## src/rtl/rr_port_if.sv

```systemverilog
// rr_port_if: node-side capture ports and the shared outbound link of rr_port_arbiter.
interface rr_port_if #(
    parameter int NUM_IN = 4
);
    localparam int IW = NUM_IN > 1 ? $clog2(NUM_IN) : 1;
    logic [NUM_IN-1:0]      free_in;
    logic [NUM_IN-1:0]      put_in;
    logic [NUM_IN-1:0][7:0] payload_in;
    logic                   free_out;
    logic                   put_out;
    logic [7:0]             payload_out;
    logic [IW-1:0]          grant_id;
    logic                   proto_err;
    modport master (
        output free_in, put_out, payload_out, grant_id, proto_err,
        input  put_in, payload_in, free_out
    );
    modport slave (
        input  free_in, put_out, payload_out, grant_id, proto_err,
        output put_in, payload_in, free_out
    );
endinterface

```

## src/rtl/rr_port_arbiter.sv

```systemverilog
// rr_port_arbiter: one-packet capture slot per input, drained round-robin onto one serial link.
module rr_port_arbiter #(
    parameter int NUM_IN    = 4,
    parameter int PKT_BYTES = 4
) (
    input logic       clock,
    input logic       reset_n,
    rr_port_if.master bus
);
    localparam int IW = NUM_IN > 1 ? $clog2(NUM_IN) : 1;
    localparam int BW = PKT_BYTES > 1 ? $clog2(PKT_BYTES) : 1;
    typedef enum logic {IDLE, SEND} state_t;
    state_t            state, state_d;
    logic [7:0]        slot [NUM_IN][PKT_BYTES];
    logic [BW-1:0]     cnt [NUM_IN];
    logic [NUM_IN-1:0] full, take, done, err, clear;
    logic [IW-1:0]     rr_ptr, pick, cand, grant;
    logic [BW-1:0]     idx;
    logic              last, put_d;
    logic [7:0]        data_d;
    always_comb begin
        take = '0;
        done = '0;
        err  = '0;
        for (int k = 0; k < NUM_IN; k++) begin
            take[k] = bus.put_in[k] && !full[k];
            done[k] = take[k] && cnt[k] == BW'(PKT_BYTES - 1);
            err[k]  = (bus.put_in[k] && full[k]) || (!bus.put_in[k] && cnt[k] != '0);
        end
    end
    always_ff @(posedge clock or negedge reset_n) begin
        if (!reset_n) begin
            full          <= '0;
            bus.free_in   <= '1;
            bus.proto_err <= 1'b0;
            for (int k = 0; k < NUM_IN; k++) cnt[k] <= '0;
        end else begin
            bus.proto_err <= bus.proto_err | (|err);
            full          <= done | (full & ~clear);
            bus.free_in   <= ~(take | (full & ~clear));
            for (int k = 0; k < NUM_IN; k++) cnt[k] <= take[k] && !done[k] ? cnt[k] + 1'b1 : '0;
        end
    end
    always_ff @(posedge clock) begin
        for (int k = 0; k < NUM_IN; k++)
            if (take[k]) slot[k][cnt[k]] <= bus.payload_in[k];
    end
    // Scanning downward lets the nearest full slot after rr_ptr overwrite farther ones.
    always_comb begin
        pick = rr_ptr;
        cand = '0;
        for (int k = NUM_IN; k >= 1; k--) begin
            cand = IW'((int'(rr_ptr) + k) % NUM_IN);
            if (full[cand]) pick = cand;
        end
    end
    always_ff @(posedge clock or negedge reset_n) begin
        if (!reset_n) state <= IDLE;
        else          state <= state_d;
    end
    assign last = idx == BW'(PKT_BYTES - 1);
    always_comb begin
        state_d = state == IDLE ? ((|full) && bus.free_out ? SEND : IDLE) : (last ? IDLE : SEND);
    end
    always_comb begin
        clear = '0;
        for (int k = 0; k < NUM_IN; k++) clear[k] = state == SEND && last && grant == IW'(k);
        put_d  = state_d == SEND;
        data_d = !put_d ? 8'h00 : state == IDLE ? slot[pick][0] : slot[grant][idx + 1'b1];
    end
    always_ff @(posedge clock or negedge reset_n) begin
        if (!reset_n) begin
            idx             <= '0;
            grant           <= '0;
            rr_ptr          <= IW'(NUM_IN - 1);
            bus.put_out     <= 1'b0;
            bus.payload_out <= 8'h00;
        end else begin
            bus.put_out     <= put_d;
            bus.payload_out <= data_d;
            if (state == IDLE && state_d == SEND) begin
                grant  <= pick;
                rr_ptr <= pick;
                idx    <= '0;
            end else if (state == SEND) begin
                idx <= idx + 1'b1;
            end
        end
    end
    assign bus.grant_id = grant;
endmodule
```

## src/flat_wrapper.sv

```systemverilog
// flat-port wrapper written by rule: the top's interface ports become plain ports
module rr_port_arbiter_flat 
#(
    parameter int NUM_IN    = 4,
    parameter int PKT_BYTES = 4
)
  (clock, reset_n, bus_free_in, bus_put_out, bus_payload_out, bus_grant_id, bus_proto_err, bus_put_in, bus_payload_in, bus_free_out);
  rr_port_if #(.NUM_IN(NUM_IN)) bus_i ();
  input logic clock;
  input logic reset_n;
  output wire logic [$bits(bus_i.free_in)-1:0] bus_free_in;
  output wire logic [$bits(bus_i.put_out)-1:0] bus_put_out;
  output wire logic [$bits(bus_i.payload_out)-1:0] bus_payload_out;
  output wire logic [$bits(bus_i.grant_id)-1:0] bus_grant_id;
  output wire logic [$bits(bus_i.proto_err)-1:0] bus_proto_err;
  input wire logic [$bits(bus_i.put_in)-1:0] bus_put_in;
  input wire logic [$bits(bus_i.payload_in)-1:0] bus_payload_in;
  input wire logic [$bits(bus_i.free_out)-1:0] bus_free_out;
  assign bus_free_in = bus_i.free_in;
  assign bus_put_out = bus_i.put_out;
  assign bus_payload_out = bus_i.payload_out;
  assign bus_grant_id = bus_i.grant_id;
  assign bus_proto_err = bus_i.proto_err;
  assign bus_i.put_in = bus_put_in;
  assign bus_i.payload_in = bus_payload_in;
  assign bus_i.free_out = bus_free_out;
  rr_port_arbiter #(.NUM_IN(NUM_IN), .PKT_BYTES(PKT_BYTES)) u_core (.clock(clock), .reset_n(reset_n), .bus(bus_i));
endmodule
```

## config.mk

```make
export PLATFORM = sky130hd
export DESIGN_NAME = rr_port_arbiter_flat
export DESIGN_NICKNAME = d
export VERILOG_FILES = /design/src/rtl/rr_port_if.sv /design/src/rtl/rr_port_arbiter.sv /design/src/flat_wrapper.sv
export SDC_FILE = /design/constraint.sdc
export NUM_CORES = 1
export LEC_CHECK = 0
export CAP_MARGIN = 20
export CORE_MARGIN = 2
export CORE_UTILIZATION = 45
export CTS_BUF_LIST = sky130_fd_sc_hd__clkbuf_4 sky130_fd_sc_hd__clkbuf_8
export CTS_CLUSTER_DIAMETER = 120
export CTS_CLUSTER_SIZE = 24
export DETAILED_ROUTE_END_ITERATION = 16
export DONT_BUFFER_PORTS = 1
export PLACE_DENSITY = 0.69
export SETUP_SLACK_MARGIN = 0.02
export SLEW_MARGIN = 20
export SYNTH_ARGS = -nofsm -noshare
export SYNTH_HDL_FRONTEND = slang
export SYNTH_SLANG_ARGS = --single-unit
export TNS_END_PERCENT = 10
```

## constraint.sdc

```tcl
create_clock -name clock -period 2.2 [get_ports clock]
set_input_delay 0.22 -clock clock [delete_from_list [all_inputs] [get_ports clock]]
set_output_delay 0.22 -clock clock [all_outputs]
set_load 0.03 [all_outputs]
```

### After elaboration in Yosys (flattened, before gate mapping)

Memory sizes are Yosys's and may differ from the RTL's.
Cells that the tools add are included.

* reduce and logical (&&, ||, !) cells: 55
* equality and inequality tests: 8
* add/subtract/negate cells: 9
* mux-type cells: 42
* bitwise gates (word level): 12
* magnitude comparators: 13

Operators with widths (number)
* 32-bit two-way mux: 4
* 8-bit demux with 2-bit select: 4
* 8-bit two-way mux: 8
* 1-bit logical AND: 31
* 2-bit two-way mux: 10
* 8-bit binary-select mux with 2-bit select: 1
* 3-bit >= comparator, second input constant: 5
* 2-bit inverter with 3-bit output: 5
* 2-bit by 1-bit adder with 2-bit output, second input constant: 7
* 2-bit == test, second input constant: 7
* 1-bit logical NOT: 12
* 2-bit by 3-bit < comparator with 1-bit output, second input constant: 4
* 3-bit by 1-bit < comparator with 1-bit output, second input constant: 4
* 1-bit two-way mux: 11
* 2-bit nonzero test: 5
* 1-bit binary-select mux with 2-bit select: 4
* 4-bit inverter: 2
* 4-bit bitwise OR: 2
* 4-bit OR reduction: 2
* 2-bit adder, second input constant: 2
* 4-bit bitwise AND: 1
* 1-bit logical OR: 4
* 2-bit by 1-bit == test with 1-bit output, second input constant: 1
* 2-bit logical NOT: 1
* 2 further kinds: 2

* RAM bits: 128
* output and inout bits: 16
* logic and storage cells: 152
* memories kept: 1
* flip-flop bits (word level): 32

Memories
* u_core.slot: depth 4, bits a word 32, read ports 2, clocked after memory_dff 0, wr ports 4, line rr_port_arbiter.sv:14 `logic [7:0] slot [NUM_IN][PKT_BYTES];`

### Depth between registers and ports, before layout

An unclocked memory read counts as a cell.

* word-level depth: 10
* gate-level depth with buffers: 8

### Worst setup path after synthesis

Ideal clock, no wire load.

* path kind: register -> register
* from: reg u_core.rr_ptr[0]
* to: reg u_core.bus.payload_out[4]
* setup slack: 0.102 ns
* data arrival time: 1.972 ns
* library setup time: 0.126 ns
* cell stages (with the launch flop): 8
* path buffers: 2
* period minus slack after synthesis: 2.098 ns
* cell sequence: dfstp_2 > and2b_1 > o21a_1 > buf_6 > nor3_4 > buf_6 > mux2_4 > a221o_1

* word-level cells in the longest chain between the ends: 10
* elaborated cells on any way between the ends: 19
* classes of those cells: 4 x add/sub; 14 x mux; 1 x memory

Ends and longest elaborated chain
* start: declaration: line rr_port_arbiter.sv:17 `logic [IW-1:0] rr_ptr, pick, cand, grant;`
* start signal: assignment: line rr_port_arbiter.sv:75 `rr_ptr <= IW'(NUM_IN - 1);`
* start signal: assignment: line rr_port_arbiter.sv:83 `rr_ptr <= pick;`
* 2-bit by 1-bit adder with 2-bit output: line rr_port_arbiter.sv:53 `cand = IW'((int'(rr_ptr) + k) % NUM_IN);`
* 1-bit binary-select mux with 2-bit select: line rr_port_arbiter.sv:54 `if (full[cand]) pick = cand;`
* 1-bit two-way mux (implied by the code): line rr_port_arbiter.sv:54
* 2-bit two-way mux (3 in series): line rr_port_arbiter.sv:54
* 2-bit two-way mux (*): line rr_port_arbiter.sv:54
* memory 4 x 32 bit (*)
* 8-bit two-way mux (*) (2 in series): line rr_port_arbiter.sv:69 `data_d = !put_d ? 8'h00 : state == IDLE ? slot[pick][0] : slot[grant][idx + 1'b1];`
* named net u_core.data_d[4]: line rr_port_arbiter.sv:20 `logic [7:0] data_d;`
* end signal: assignment: line rr_port_arbiter.sv:80 `bus.payload_out <= data_d;`
* end: declaration: line rr_port_if.sv:15 `output free_in, put_out, payload_out, grant_id, proto_err,`

The timed path passes the listed nets; every way through them passes the cells marked *. The select of a mux whose other input is x is not followed.
A chain may end at the register's enable or synchronous reset.

### Worst setup path after layout

Same ends and word-level chain as after synthesis.

==> run summary <==
===========================================================================================
Run status                                                                     complete, no violations
Pre-Repair DR Iteration Count                                                             5
Mean cell area of the mapped netlist                                              17.62 µm²
R2r startpoint                                                                 u_core.rr_ptr[0]
Syn nets                                                                                443
Class of the worst hold path                                                   primary input to flip-flop
Most frequently used cell type in the post-synthesis netlist                   sky130_fd_sc_hd__edfxtp_1
TritonCTS clock tree                                                                  built
Via count of the first global-routing pass                                            4,133
Largest fanout on the critical path                                                       5
Setup repair after global routing missed its margin                                     yes
Sum of overflow across all layers after global routing                                    0
Die extent in x                                                                    127.1 µm
Global-route wire length before repair                                            25,300 µm
Number of vias after detailed routing                                                 3,931
Register area share after synthesis                                                  68.22%
Core utilization of the finished layout                                              55.33%
Number of antenna violations at the first check in global routing                         0
Hold wc startpoint                                                             bus_put_in[1]
Routed length per instance                                                         25.07 µm
Share of total power in combinational logic                                           37.2%
Number of antenna repair diodes                                                           0
Total number of placement rows                                                           44
Worst-case clock skew                                                              10.26 ps
Clock edge transition at the registers on the reported setup and hold paths           80 ps
Share of the cycle needed by the critical path after routing                         99.52%
Number of library cell types mapped by synthesis                                         52
Number of cells on the worst reg-to-reg path                                              6
Worst Hold Path Cells                                                                     3
Cell area after synthesis                                                          6819 µm²
Pwr Density                                                                     1316 nW/µm²
Number of H-tree levels                                                                   4
Routability congestion estimate from global placement                                0.8916
Final routed DRC violation total                                                          0
Top cells by count, synth                                                      128 x sky130_fd_sc_hd__edfxtp_1, 32 x sky130_fd_sc_hd__mux4_2, 26 x sky130_fd_sc_hd__dfrtp_1
Min-Delay Endpoint                                                             u_core.bus.proto_err
Switching Share                                                                      34.18%
Die height                                                                         127.1 µm
Fin crit period                                                                     2190 ps
Clock latency of the later-clocked register in the worst-skew pair                   470 ps
CP arrival                                                                          2540 ps
Routed wire length                                                                16,730 µm
DIE AREA                                                                         16,150 µm²
Maximum clock frequency                                                           456.7 MHz
Number of slew-limit violations in the final report                                       0
Port Buf Inserts                                                                          0
Share of async-settable or async-resettable flops after synthesis                    20.00%
Count of state elements after synthesis                                                 160
Total count of hold-check failures in the final report                                    0
Category of the worst setup path capture point                                    flip-flop
Cell types occupying the most area after synthesis                             sky130_fd_sc_hd__edfxtp_1 56%, sky130_fd_sc_hd__mux4_2 11%, sky130_fd_sc_hd__dfrtp_1 9.5%
Total of warnings raised by yosys                                                         0
Remaining antenna violation count                                                         0
Library cell occupying the most area in the post-synthesis netlist             sky130_fd_sc_hd__edfxtp_1
Post-route standard cell area excluding fillers                                    8103 µm²
Clock sink total                                                                        160
Startpoint class of the critical path                                             flip-flop
Total half-perimeter wirelength after legalization and detailed placement         11,050 µm
Post-layout net count                                                                   526
Largest net degree at the start of global routing                                        33
Detail-routed via count per cell                                                      5.894
Worst flop-to-flop path endpoint                                               u_core.bus.payload_out[4]
Fraction of final layout cells with drive strength greater than 1                    26.92%
Placed Instance Area                                                               7282 µm²
Core area                                                                        14,640 µm²
Clock root buffer                                                              sky130_fd_sc_hd__clkbuf_8
Maximum clock insertion buffer count                                                      2
Max-slew headroom                                                                    61.51%
Count of flip-flops with a built-in enable after synthesis                              128
Count of endpoints failing setup in the final report                                      0
Worst setup slack for register-to-register paths                                      10 ps
Power Internal                                                                      7020 µW
Share of total power in sequential cells                                              42.5%
Slew at the pin closest to its max-slew limit                                      577.3 ps
Number of clock buffers inserted by TritonCTS                                            17
Commonest register cell after synthesis                                        sky130_fd_sc_hd__edfxtp_1
Static power due to leakage                                                     0.002995 µW
Peak supply drop                                                                   560.4 µV
Clock network fraction of total power                                                 20.3%
Data required, critical path                                                        2550 ps
Category of the most critical setup path                                       flip-flop to flip-flop
Overall track demand over capacity in global routing                                 22.04%
Number of design-rule violations left by the first detailed-router iteration            419
Post-route total power                                                            10,670 µW
Switching component of the power                                                    3646 µW
Portion of synthesized cell area occupied by the leading cell type                   56.37%
Post-synthesis cell count                                                               387
Count of boundary I/O pins                                                               55
Starting density of the core                                                         46.57%
Max Cap Viol                                                                              0
Area growth, synth to finish                                                         18.83%
===========================================================================================
## layer usage
metal	track usage [%]	part of all wire [%]
met5	0	0
met4	9.244	2.9
met3	4.941	6.3
met2	36.94	51
met1	27.98	40
## worst max path at each step
stage	slack, ps	from	depth (start not counted)	end
floorplan	100	u_core.rr_ptr[0]	7	u_core.bus.payload_out[4]
global placement	70	u_core.rr_ptr[0]	6	u_core.bus.payload_out[5]
detailed placement	20	u_core.rr_ptr[0]	4	u_core.bus.payload_out[4]
CTS	2	u_core.rr_ptr[0]	6	u_core.bus.payload_out[0]
global route	-50	u_core.rr_ptr[0]	6	u_core.bus.payload_out[4]
finish	10	u_core.rr_ptr[0]	6	u_core.bus.payload_out[4]
## registers in the layout (all words and copies together), names as in the netlist
name,count
u_core.bus.payload_out,8
u_core.full,4
u_core.slot,128
u_core.bus.grant_id,2
u_core.rr_ptr,2
u_core.bus.free_in,4
u_core.state,1
u_core.idx,2
u_core.bus.proto_err,1
u_core.cnt,8
## logic make-up after synthesis
| logic type | after synthesis | synth area share (%) |
|---|---|---|
| multiplexers | 42 | 12.64 |
| buffers and inverters | 27 | 2.477 |
| adder cells (fa/ha/maj) | 17 | 3.119 |
| AND/OR/NAND/NOR | 78 | 6.734 |
| flip-flops | 160 | 68.22 |
| AO/OA/AOI/OAI | 63 | 6.808 |
## layout make-up
| cell class | count | area [µm²] |
|---|---|---|
| fill | 1169 | 6541 |
| sequential | 160 | 4654 |
| inverter | 11 | 41.29 |
| clock buffer | 23 | 291.5 |
| clock inverter | 9 | 110.1 |
| timing repair buffer | 80 | 767.0 |
| tap | 184 | 230.2 |
| multi-input combinational | 200 | 2008 |
## power groups by stage
stage | clock [µW] | sequential [µW] | combinational [µW]
after CTS | 2210 | 4540 | 3870
after global routing | 2320 | 4600 | 4290
after detailed placement | 0 | 4600 | 3750
after floorplan | 0 | 4430 | 2670
final | 2170 | 4530 | 3960
after global placement | 0 | 4570 | 3670
## worst max-delay path, cell delays in order (launching register included)
cell                      delay (ps)
sky130_fd_sc_hd__dfstp_2         560
sky130_fd_sc_hd__and2b_2         250
sky130_fd_sc_hd__o21ba_4         210
sky130_fd_sc_hd__nor3_4          300
sky130_fd_sc_hd__buf_6           160
sky130_fd_sc_hd__mux2_4          290
sky130_fd_sc_hd__a221o_1         300
## metrics by stage
stage	hold WS, ps	worst slack [ps]	cells	TNS (ps)
6_report	31.75	10.46	667	0
5_1_grt	95.16	-45.89	667	-128.9
4_1_cts	11.34	1.858	666	0
3_5_place_dp	-73.83	18.29	596	0
3_3_place_gp	-73.81	71.20	596	0
2_1_floorplan	-75.59	102.1	387	0
## cell usage in the layout, fill, tap and decap left out, types with 3 or more instances in the layout
master,n
sky130_fd_sc_hd__buf_4,35
sky130_fd_sc_hd__dfrtp_1,24
sky130_fd_sc_hd__nand2_1,13
sky130_fd_sc_hd__clkinvlp_4,3
sky130_fd_sc_hd__a21oi_1,8
sky130_fd_sc_hd__nand2b_1,3
sky130_fd_sc_hd__nand4_1,8
sky130_fd_sc_hd__a21boi_0,7
sky130_fd_sc_hd__mux2_4,8
sky130_fd_sc_hd__ha_1,17
sky130_fd_sc_hd__nor3b_1,3
sky130_fd_sc_hd__nor2_1,11
sky130_fd_sc_hd__a22oi_1,14
sky130_fd_sc_hd__nor2b_1,5
sky130_fd_sc_hd__nor4b_1,3
sky130_fd_sc_hd__clkbuf_4,4
sky130_fd_sc_hd__a21o_1,4
sky130_fd_sc_hd__and2_1,18
sky130_fd_sc_hd__dlygate4sd3_1,37
sky130_fd_sc_hd__a211o_1,7
sky130_fd_sc_hd__buf_6,3
sky130_fd_sc_hd__clkbuf_8,19
sky130_fd_sc_hd__dfstp_2,6
sky130_fd_sc_hd__edfxtp_1,128
sky130_fd_sc_hd__mux4_2,32
sky130_fd_sc_hd__buf_12,5
sky130_fd_sc_hd__inv_1,10
sky130_fd_sc_hd__o31ai_1,8
## repair_timing
action                     4_1_cts  5_1_grt
hold buffers                    38        0
cloned                           0        0
pin swaps                        0        9
hold endpoints to repair       168        0
setup endpoints to repair        6        8
gates resized for setup          1        5
setup buffers                    0        1
Note: power is estimated with default switching activity, not from simulation.
